<file path="src/rtl/csa_operand_packer_if.sv">
// Operand-in / packed-vector-out bus for csa_operand_packer.
// CSA_REF_SUM_EN adds out_ref_sum alongside out_data.
interface csa_operand_packer_if #(
    parameter int N = 9,
    parameter int E = 3,
    parameter int W = 4
);
    logic [W-1:0]   in_data;
    logic           in_valid;
    logic           in_last;
    logic           in_ready;
    logic [W*N-1:0] out_data;
    logic           out_valid;
    logic           out_ready;
    logic           out_partial;
`ifdef CSA_REF_SUM_EN
    logic [W+E:0]   out_ref_sum;

    modport master (
        output in_data, in_valid, in_last, out_ready,
        input  in_ready, out_data, out_valid, out_partial, out_ref_sum
    );
    modport slave (
        input  in_data, in_valid, in_last, out_ready,
        output in_ready, out_data, out_valid, out_partial, out_ref_sum
    );
`else
    modport master (
        output in_data, in_valid, in_last, out_ready,
        input  in_ready, out_data, out_valid, out_partial
    );
    modport slave (
        input  in_data, in_valid, in_last, out_ready,
        output in_ready, out_data, out_valid, out_partial
    );
`endif
endinterface

</file>
<file path="src/rtl/csa_operand_packer.sv">
// Packs N W-bit operands into one W*N vector for the CSA, fill + output register.
// Optional macro CSA_REF_SUM_EN adds a reference sum aligned with out_data.
//
// state   | meaning
// ST_FILL | fill register accepting operands
// ST_HOLD | fill vector closed, waiting for the output register to free up
module csa_operand_packer #(
    parameter int N = 9,
    parameter int E = 3,
    parameter int W = 4
) (
    input logic                  clk,
    input logic                  rst_n,
    csa_operand_packer_if.slave  bus
);
    localparam int CNT_W = $clog2(N);

    typedef enum logic {ST_FILL, ST_HOLD} state_t;

    state_t         r_state;
    logic [CNT_W-1:0] r_cnt;
    logic [W*N-1:0] r_fill;
    logic           r_fill_partial;
    logic [W*N-1:0] r_out;
    logic           r_out_valid;
    logic           r_out_partial;
    logic           r_in_ready;

    logic [W*N-1:0] w_fill_vec;
    logic           w_accept;
    logic           w_consume;
    logic           w_out_free;
    logic           w_full_slot;
    logic           w_close;
    logic           w_hold_next;

    always_comb begin
        w_fill_vec = r_fill;
        for (int k = 0; k < N; k++) begin
            if (r_cnt == CNT_W'(k)) begin
                w_fill_vec[k*W +: W] = bus.in_data;
            end
        end
    end

    assign w_accept    = bus.in_valid && r_in_ready;
    assign w_consume   = r_out_valid && bus.out_ready;
    assign w_out_free  = !r_out_valid || w_consume;
    assign w_full_slot = (r_cnt == CNT_W'(N-1));
    assign w_close     = w_accept && (w_full_slot || bus.in_last);
    // in_ready is registered, so it must already reflect a stall created on this edge
    assign w_hold_next = (r_state == ST_HOLD) ? !w_out_free : (w_close && !w_out_free);

    always_ff @(posedge clk or negedge rst_n) begin
        if (!rst_n) begin
            r_state        <= ST_FILL;
            r_cnt          <= '0;
            r_fill         <= '0;
            r_fill_partial <= 1'b0;
            r_out          <= '0;
            r_out_valid    <= 1'b0;
            r_out_partial  <= 1'b0;
            r_in_ready     <= 1'b0;
        end else begin
            r_in_ready <= !w_hold_next;
            if (w_consume) begin
                r_out_valid <= 1'b0;
            end
            case (r_state)
                ST_HOLD: begin
                    if (w_out_free) begin
                        r_out         <= r_fill;
                        r_out_partial <= r_fill_partial;
                        r_out_valid   <= 1'b1;
                        r_fill        <= '0;
                        r_state       <= ST_FILL;
                    end
                end
                default: begin
                    if (w_close) begin
                        r_cnt <= '0;
                        if (w_out_free) begin
                            r_out         <= w_fill_vec;
                            r_out_partial <= !w_full_slot;
                            r_out_valid   <= 1'b1;
                            r_fill        <= '0;
                        end else begin
                            r_fill         <= w_fill_vec;
                            r_fill_partial <= !w_full_slot;
                            r_state        <= ST_HOLD;
                        end
                    end else if (w_accept) begin
                        r_fill <= w_fill_vec;
                        r_cnt  <= r_cnt + CNT_W'(1);
                    end
                end
            endcase
        end
    end

    assign bus.in_ready    = r_in_ready;
    assign bus.out_data    = r_out;
    assign bus.out_valid   = r_out_valid;
    assign bus.out_partial = r_out_partial;

`ifdef CSA_REF_SUM_EN
    localparam int SUM_W = W + E + 1;

    logic [SUM_W-1:0] r_acc;
    logic [SUM_W-1:0] r_out_sum;
    logic [SUM_W-1:0] w_acc_next;

    assign w_acc_next = r_acc + SUM_W'(bus.in_data);

    // Mirrors the fill/output register moves above so the sum tracks its vector
    always_ff @(posedge clk or negedge rst_n) begin
        if (!rst_n) begin
            r_acc     <= '0;
            r_out_sum <= '0;
        end else if (r_state == ST_HOLD) begin
            if (w_out_free) begin
                r_out_sum <= r_acc;
                r_acc     <= '0;
            end
        end else if (w_close) begin
            if (w_out_free) begin
                r_out_sum <= w_acc_next;
                r_acc     <= '0;
            end else begin
                r_acc <= w_acc_next;
            end
        end else if (w_accept) begin
            r_acc <= w_acc_next;
        end
    end

    assign bus.out_ref_sum = r_out_sum;
`endif
endmodule
</file>
<file path="src/flat_wrapper.sv">
// flat-port wrapper written by rule: the top's interface ports become plain ports
module csa_operand_packer_flat 
#(
    parameter int N = 9,
    parameter int E = 3,
    parameter int W = 4
)
  (clk, rst_n, bus_in_data, bus_in_valid, bus_in_last, bus_out_ready, bus_in_ready, bus_out_data, bus_out_valid, bus_out_partial);
  csa_operand_packer_if #(.N(N), .E(E), .W(W)) bus_i ();
  input logic clk;
  input logic rst_n;
  input wire logic [$bits(bus_i.in_data)-1:0] bus_in_data;
  input wire logic [$bits(bus_i.in_valid)-1:0] bus_in_valid;
  input wire logic [$bits(bus_i.in_last)-1:0] bus_in_last;
  input wire logic [$bits(bus_i.out_ready)-1:0] bus_out_ready;
  output wire logic [$bits(bus_i.in_ready)-1:0] bus_in_ready;
  output wire logic [$bits(bus_i.out_data)-1:0] bus_out_data;
  output wire logic [$bits(bus_i.out_valid)-1:0] bus_out_valid;
  output wire logic [$bits(bus_i.out_partial)-1:0] bus_out_partial;
  assign bus_i.in_data = bus_in_data;
  assign bus_i.in_valid = bus_in_valid;
  assign bus_i.in_last = bus_in_last;
  assign bus_i.out_ready = bus_out_ready;
  assign bus_in_ready = bus_i.in_ready;
  assign bus_out_data = bus_i.out_data;
  assign bus_out_valid = bus_i.out_valid;
  assign bus_out_partial = bus_i.out_partial;
  csa_operand_packer #(.N(N), .E(E), .W(W)) u_core (.clk(clk), .rst_n(rst_n), .bus(bus_i));
endmodule
</file>
<file path="config.mk">
export PLATFORM = sky130hd
export DESIGN_NAME = csa_operand_packer_flat
export DESIGN_NICKNAME = d
export VERILOG_FILES = /design/src/rtl/csa_operand_packer_if.sv /design/src/rtl/csa_operand_packer.sv /design/src/flat_wrapper.sv
export SDC_FILE = /design/constraint.sdc
export NUM_CORES = 1
export LEC_CHECK = 0
export CAP_MARGIN = 5
export CORE_UTILIZATION = 32
export CTS_CLUSTER_SIZE = 28
export DETAILED_ROUTE_END_ITERATION = 10
export PLACE_DENSITY = 0.61
export SLEW_MARGIN = 20
export SYNTH_ARGS = -nofsm -noshare
export SYNTH_HDL_FRONTEND = slang
export SYNTH_SLANG_ARGS = --single-unit
</file>
<file path="constraint.sdc">
create_clock -name clk -period 4.7 [get_ports clk]
set_input_delay 0.47 -clock clk [delete_from_list [all_inputs] [get_ports clk]]
set_output_delay 0.47 -clock clk [all_outputs]
set_load 0.05 [all_outputs]
</file>
==> impl_results.html <==
<table>
<tr><th>Metric</th><th>Value</th></tr>
<tr><th colspan="2">Route</th></tr>
<tr><td>Detailed-route DRC error count</td><td>2</td></tr>
<tr><td>Vias per inst</td><td>5.570</td></tr>
<tr><td>Iter 0 DRT Violations</td><td>141</td></tr>
<tr><td>DRT Wirelength</td><td>9708 µm</td></tr>
<tr><td>Initial DRT Pass Iterations</td><td>7</td></tr>
<tr><td>DR vias</td><td>3019</td></tr>
<tr><td>Routed len/inst</td><td>17.91 µm</td></tr>
<tr><td>Number of nets with antenna violations after detailed routing</td><td>0</td></tr>
<tr><th colspan="2">Critical path</th></tr>
<tr><td>Critical Path End Type</td><td>register</td></tr>
<tr><td>Crit path kind</td><td>input pin to register</td></tr>
<tr><td>Setup slack on the worst flop-to-flop path</td><td>2.13 ns</td></tr>
<tr><td>Critical path data arrival time</td><td>2.86 ns</td></tr>
<tr><td>Worst Path Required</td><td>4.92 ns</td></tr>
<tr><td>Startpoint kind of the worst setup timing path</td><td>input pin</td></tr>
<tr><td>Maximum fanout along the worst path</td><td>44</td></tr>
<tr><th colspan="2">STA</th></tr>
<tr><td>Hold violation total from the final report</td><td>0</td></tr>
<tr><td>Setup repair after global routing missed its margin</td><td>false</td></tr>
<tr><td>Setup clock skew after layout</td><td>0.006038 ns</td></tr>
<tr><td>Final critical-path share of the clock period</td><td>0.5619</td></tr>
<tr><td>Setup TNS</td><td>0 ns</td></tr>
<tr><td>Final Slew Violations</td><td>0</td></tr>
<tr><td>Time the final worst path needs with I/O delays and setup</td><td>2.641 ns</td></tr>
<tr><td>Slew @ Worst Pin</td><td>1.068 ns</td></tr>
<tr><td>Finish-stage setup viols</td><td>0</td></tr>
<tr><td>Headroom to the max-slew limit</td><td>0.2882</td></tr>
<tr><td>Fmax</td><td>0.3787 GHz</td></tr>
<tr><th colspan="2">Pwr</th></tr>
<tr><td>Maximum vdd ir drop</td><td>0.2336 mV</td></tr>
<tr><td>Share of total power in sequential cells</td><td>0.355</td></tr>
<tr><td>Internal power</td><td>1635 µW</td></tr>
<tr><td>Proportion of total power due to net switching</td><td>0.3652</td></tr>
<tr><td>Leakage Power</td><td>0.001968 µW</td></tr>
<tr><td>Combinational share of power</td><td>0.331</td></tr>
<tr><td>Net switching power of the design</td><td>940.5 µW</td></tr>
<tr><td>Fraction of power consumed by the clock network</td><td>0.314</td></tr>
<tr><td>Power density cells</td><td>548.0 nW/µm²</td></tr>
<tr><th colspan="2">Synth</th></tr>
<tr><td>Distinct cell type count after synthesis</td><td>38</td></tr>
<tr><td>Area share of the largest cell type after synthesis</td><td>0.5320</td></tr>
<tr><td>Compound-gate portion of the synthesized area</td><td>0.2460</td></tr>
<tr><td>Mux share of post-synthesis cell area</td><td>0.05255</td></tr>
<tr><td>Post-synth top area cell</td><td>sky130_fd_sc_hd__dfrtp_1</td></tr>
<tr><td>Fraction of the mapped netlist area in adder cells</td><td>0.01642</td></tr>
<tr><td>Sequential area share after synthesis</td><td>0.5320</td></tr>
<tr><td>Cell with the most instances after synthesis</td><td>sky130_fd_sc_hd__dfrtp_1</td></tr>
<tr><td>Cell area after synthesis</td><td>3810 µm²</td></tr>
<tr><td>Cell count after synthesis</td><td>358</td></tr>
<tr><td>Cell types with the highest counts after synthesis</td><td>sky130_fd_sc_hd__dfrtp_1 (81), sky130_fd_sc_hd__a21oi_1 (46), sky130_fd_sc_hd__o22ai_1 (37)</td></tr>
<tr><td>Syn_area_per_cell</td><td>10.64 µm²</td></tr>
<tr><td>Simple logic cell fraction of the synthesized area</td><td>0.1123</td></tr>
<tr><td>Largest cells by area after synthesis</td><td>sky130_fd_sc_hd__dfrtp_1 (53%), sky130_fd_sc_hd__o22ai_1 (6.1%), sky130_fd_sc_hd__a21oi_1 (6.0%)</td></tr>
<tr><td>Most instantiated flip-flop cell in the synthesis netlist</td><td>sky130_fd_sc_hd__dfrtp_1</td></tr>
<tr><td>Fraction of synthesized cell area in xor and xnor cells</td><td>0</td></tr>
<tr><td>Register bit count reported by yosys</td><td>81</td></tr>
<tr><td>Fraction of synthesis flops using an asynchronous set or reset pin</td><td>1.000</td></tr>
<tr><td>Number of enable-type register cells in the synthesized netlist</td><td>0</td></tr>
<tr><td>Warnings from Yosys</td><td>0</td></tr>
<tr><td>Dominant combinational cell family by area after synthesis</td><td>compound AO/OA/AOI/OAI gates</td></tr>
<tr><td>Net Count, Synth</td><td>372</td></tr>
<tr><th colspan="2">Clock tree</th></tr>
<tr><td>Root buf cell</td><td>sky130_fd_sc_hd__clkbuf_16</td></tr>
<tr><td>Quantity of gates resized following cts</td><td>0</td></tr>
<tr><td>CTS tree</td><td>done</td></tr>
<tr><td>Num Clock Sinks</td><td>81</td></tr>
<tr><td>Number of setup buffers added after CTS</td><td>0</td></tr>
<tr><td>Post-CTS Hold Fix Bufs</td><td>0</td></tr>
<tr><td>Maximum number of buffers from clock root to sink</td><td>2</td></tr>
<tr><td>Clock latency on the worst-skew pair</td><td>0.33 ns</td></tr>
<tr><td>Clock buffer count from CTS</td><td>9</td></tr>
<tr><td>Number of H-tree levels</td><td>3</td></tr>
<tr><td>Clock-pin transition on the worst setup and hold timing paths</td><td>0.06 ns</td></tr>
<tr><th colspan="2">Placed design</th></tr>
<tr><td>Detail Placement HPWL</td><td>6114 µm</td></tr>
<tr><td>Port-buffer cells</td><td>47</td></tr>
<tr><td>Final weighted congestion of routability-driven global placement</td><td>0.7543</td></tr>
<tr><th colspan="2">Floorplan</th></tr>
<tr><td>Number of top-level design ports</td><td>48</td></tr>
<tr><td>Horizontal die dimension</td><td>111.1 µm</td></tr>
<tr><td>Rows</td><td>39</td></tr>
<tr><td>Effective utilization at floorplan</td><td>0.3308</td></tr>
<tr><td>DIE HEIGHT</td><td>111.1 µm</td></tr>
<tr><td>Die outline area</td><td>12350 µm²</td></tr>
<tr><td>Total core area</td><td>11520 µm²</td></tr>
<tr><th colspan="2">GRT</th></tr>
<tr><td>Sum of overflow across all layers after global routing</td><td>0</td></tr>
<tr><td>Initial antenna violation count</td><td>0</td></tr>
<tr><td>Pin count of the biggest net entering global routing</td><td>82</td></tr>
<tr><td>Overall track demand over capacity in global routing</td><td>0.1656</td></tr>
<tr><td>Number of global-route vias before repair</td><td>3097</td></tr>
<tr><td>First-pass GRT wire length</td><td>16160 µm</td></tr>
<tr><th colspan="2">Status</th></tr>
<tr><td>Failing checks</td><td>design-rule violations</td></tr>
<tr><td>Status</td><td>finished, violations left</td></tr>
<tr><th colspan="2">Worst hold path</th></tr>
<tr><td>Hold crit path type</td><td>input pin to asynchronous set/reset pin</td></tr>
<tr><th colspan="2">Final layout</th></tr>
<tr><td>Relative area change from synthesis to final layout</td><td>23.35%</td></tr>
<tr><td>Antenna diode instance count</td><td>0</td></tr>
<tr><td>Count of filler cells inserted in the layout</td><td>1154</td></tr>
<tr><td>Final nets</td><td>408</td></tr>
<tr><td>Share of the core filled with cells in the final layout</td><td>0.4081</td></tr>
<tr><td>Share of post-route cells with drive strength above 1</td><td>0.07519</td></tr>
<tr><th colspan="2">Run</th></tr>
<tr><td>Number of max-cap violations</td><td>0</td></tr>
</table>
## worst max-delay path, stage by stage
cell,delay [ns]
sky130_fd_sc_hd__clkdlybuf4s50_1,0.45
sky130_fd_sc_hd__nand2b_1,0.39
sky130_fd_sc_hd__o311a_2,1.00
sky130_fd_sc_hd__nor2_1,0.24
sky130_fd_sc_hd__a22o_1,0.31
## layer usage
| metal | vias to the layer above | share of wire | GRT usage |
|---|---|---|---|
| met5 | - | 0 | 0 |
| met4 | 0 | 0.012 | 0.05045 |
| met3 | 10 | 0.032 | 0.03445 |
| met2 | 71 | 0.48 | 0.2763 |
| met1 | 1511 | 0.47 | 0.2162 |
| li1 | 1427 | - | - |
## cell families (layout without fill, tap and decap cells)
kind of cell               Yosys count  count (layout)
adders and majority gates            5               5
buffers and inverters               32              73
muxes                               20              20
DFF                                 81              81
and+or+nand+nor                     80              80
AOI/OAI and AO/OA                  140             140
## power by group through the flow
stage	Sequential, µW	Combinational [µW]	Clock, µW
floorplan	1230	260	0
global placement	925	843	0
detailed placement	927	853	0
CTS	916	857	821
global route	932	906	851
finish	915	852	808
## area by class of cell
| class | count | area (µm²) | share of cell area |
|---|---|---|---|
| clock inverter | 6 | 115.1 | 0.02449 |
| clock buffer | 10 | 229.0 | 0.04872 |
| inverter | 8 | 30.03 | 0.006390 |
| sequential | 81 | 2027 | 0.4313 |
| timing repair buffer | 49 | 486.7 | 0.1036 |
| multi-input combinational | 245 | 1633 | 0.3474 |
| tap | 143 | 178.9 | 0.03807 |
## through the flow
stage / cells / total power, µW / instance area (µm²) / setup WS [ns] / hold slack, ns
5_1_grt: 542 / 2689 / 4700 / 1.883 / 0.2466
4_1_cts: 542 / 2593 / 4696 / 2.065 / 0.3577
2_1_floorplan: 358 / 1494 / 3810 / 2.930 / 0.1744
3_5_place_dp: 526 / 1781 / 4352 / 1.730 / 0.5006
6_report: 542 / 2575 / 4700 / 2.059 / 0.1466
3_3_place_gp: 526 / 1768 / 4348 / 1.840 / 0.4833
## state kept, by name (all words and copies together) (netlist names)
register	count
u_core.r_fill_partial	1
u_core.bus.out_partial	1
u_core.bus.out_data	36
u_core.bus.in_ready	1
u_core.r_state	1
u_core.r_fill	36
u_core.r_cnt	4
u_core.bus.out_valid	1
## final timing paths
check,from,end,cells past startpoint
max,bus_out_ready,u_core.r_fill[18]$_DFFE_PN0P_,5
min,rst_n,u_core.bus.out_data[23]$_DFFE_PN0P_,1
max in group asynchronous,rst_n,u_core.bus.out_valid$_DFF_PN0_,1
min reg2reg,u_core.r_fill[28]$_DFFE_PN0P_,u_core.r_fill[28]$_DFFE_PN0P_,1
min in group clk,u_core.r_fill[28]$_DFFE_PN0P_,u_core.r_fill[28]$_DFFE_PN0P_,1
max reg2reg,u_core.r_cnt[0]$_DFFE_PN0P_,u_core.r_fill[18]$_DFFE_PN0P_,6
## placed cells by master (no fill, tap or decap), types with 2 or more instances in the layout
cell                              Yosys  routed
sky130_fd_sc_hd__dfrtp_1             81      81
sky130_fd_sc_hd__a21oi_1             46      46
sky130_fd_sc_hd__clkdlybuf4s50_1      0      46
sky130_fd_sc_hd__o22ai_1             37      37
sky130_fd_sc_hd__nor2_1              27      27
sky130_fd_sc_hd__nand2_1             21      21
sky130_fd_sc_hd__mux2i_1             20      20
sky130_fd_sc_hd__a22o_1              16      16
sky130_fd_sc_hd__a32o_1              12      12
sky130_fd_sc_hd__clkbuf_16            0       9
sky130_fd_sc_hd__inv_1                8       8
sky130_fd_sc_hd__nand3b_1             7       7
sky130_fd_sc_hd__o21ai_0              7       7
sky130_fd_sc_hd__nand3_1              6       6
sky130_fd_sc_hd__a31oi_1              5       5
sky130_fd_sc_hd__o2bb2ai_1            5       5
sky130_fd_sc_hd__ha_1                 5       5
sky130_fd_sc_hd__nor3b_2              4       4
sky130_fd_sc_hd__and3b_1              3       3
sky130_fd_sc_hd__a211oi_1             3       3
sky130_fd_sc_hd__and2_1               3       3
sky130_fd_sc_hd__nor2_4               3       3
sky130_fd_sc_hd__bufinv_16            0       3
sky130_fd_sc_hd__nand2b_1             2       2
sky130_fd_sc_hd__and3_1               2       2
sky130_fd_sc_hd__buf_4                1       2
(Power assumes the default switching activity.)
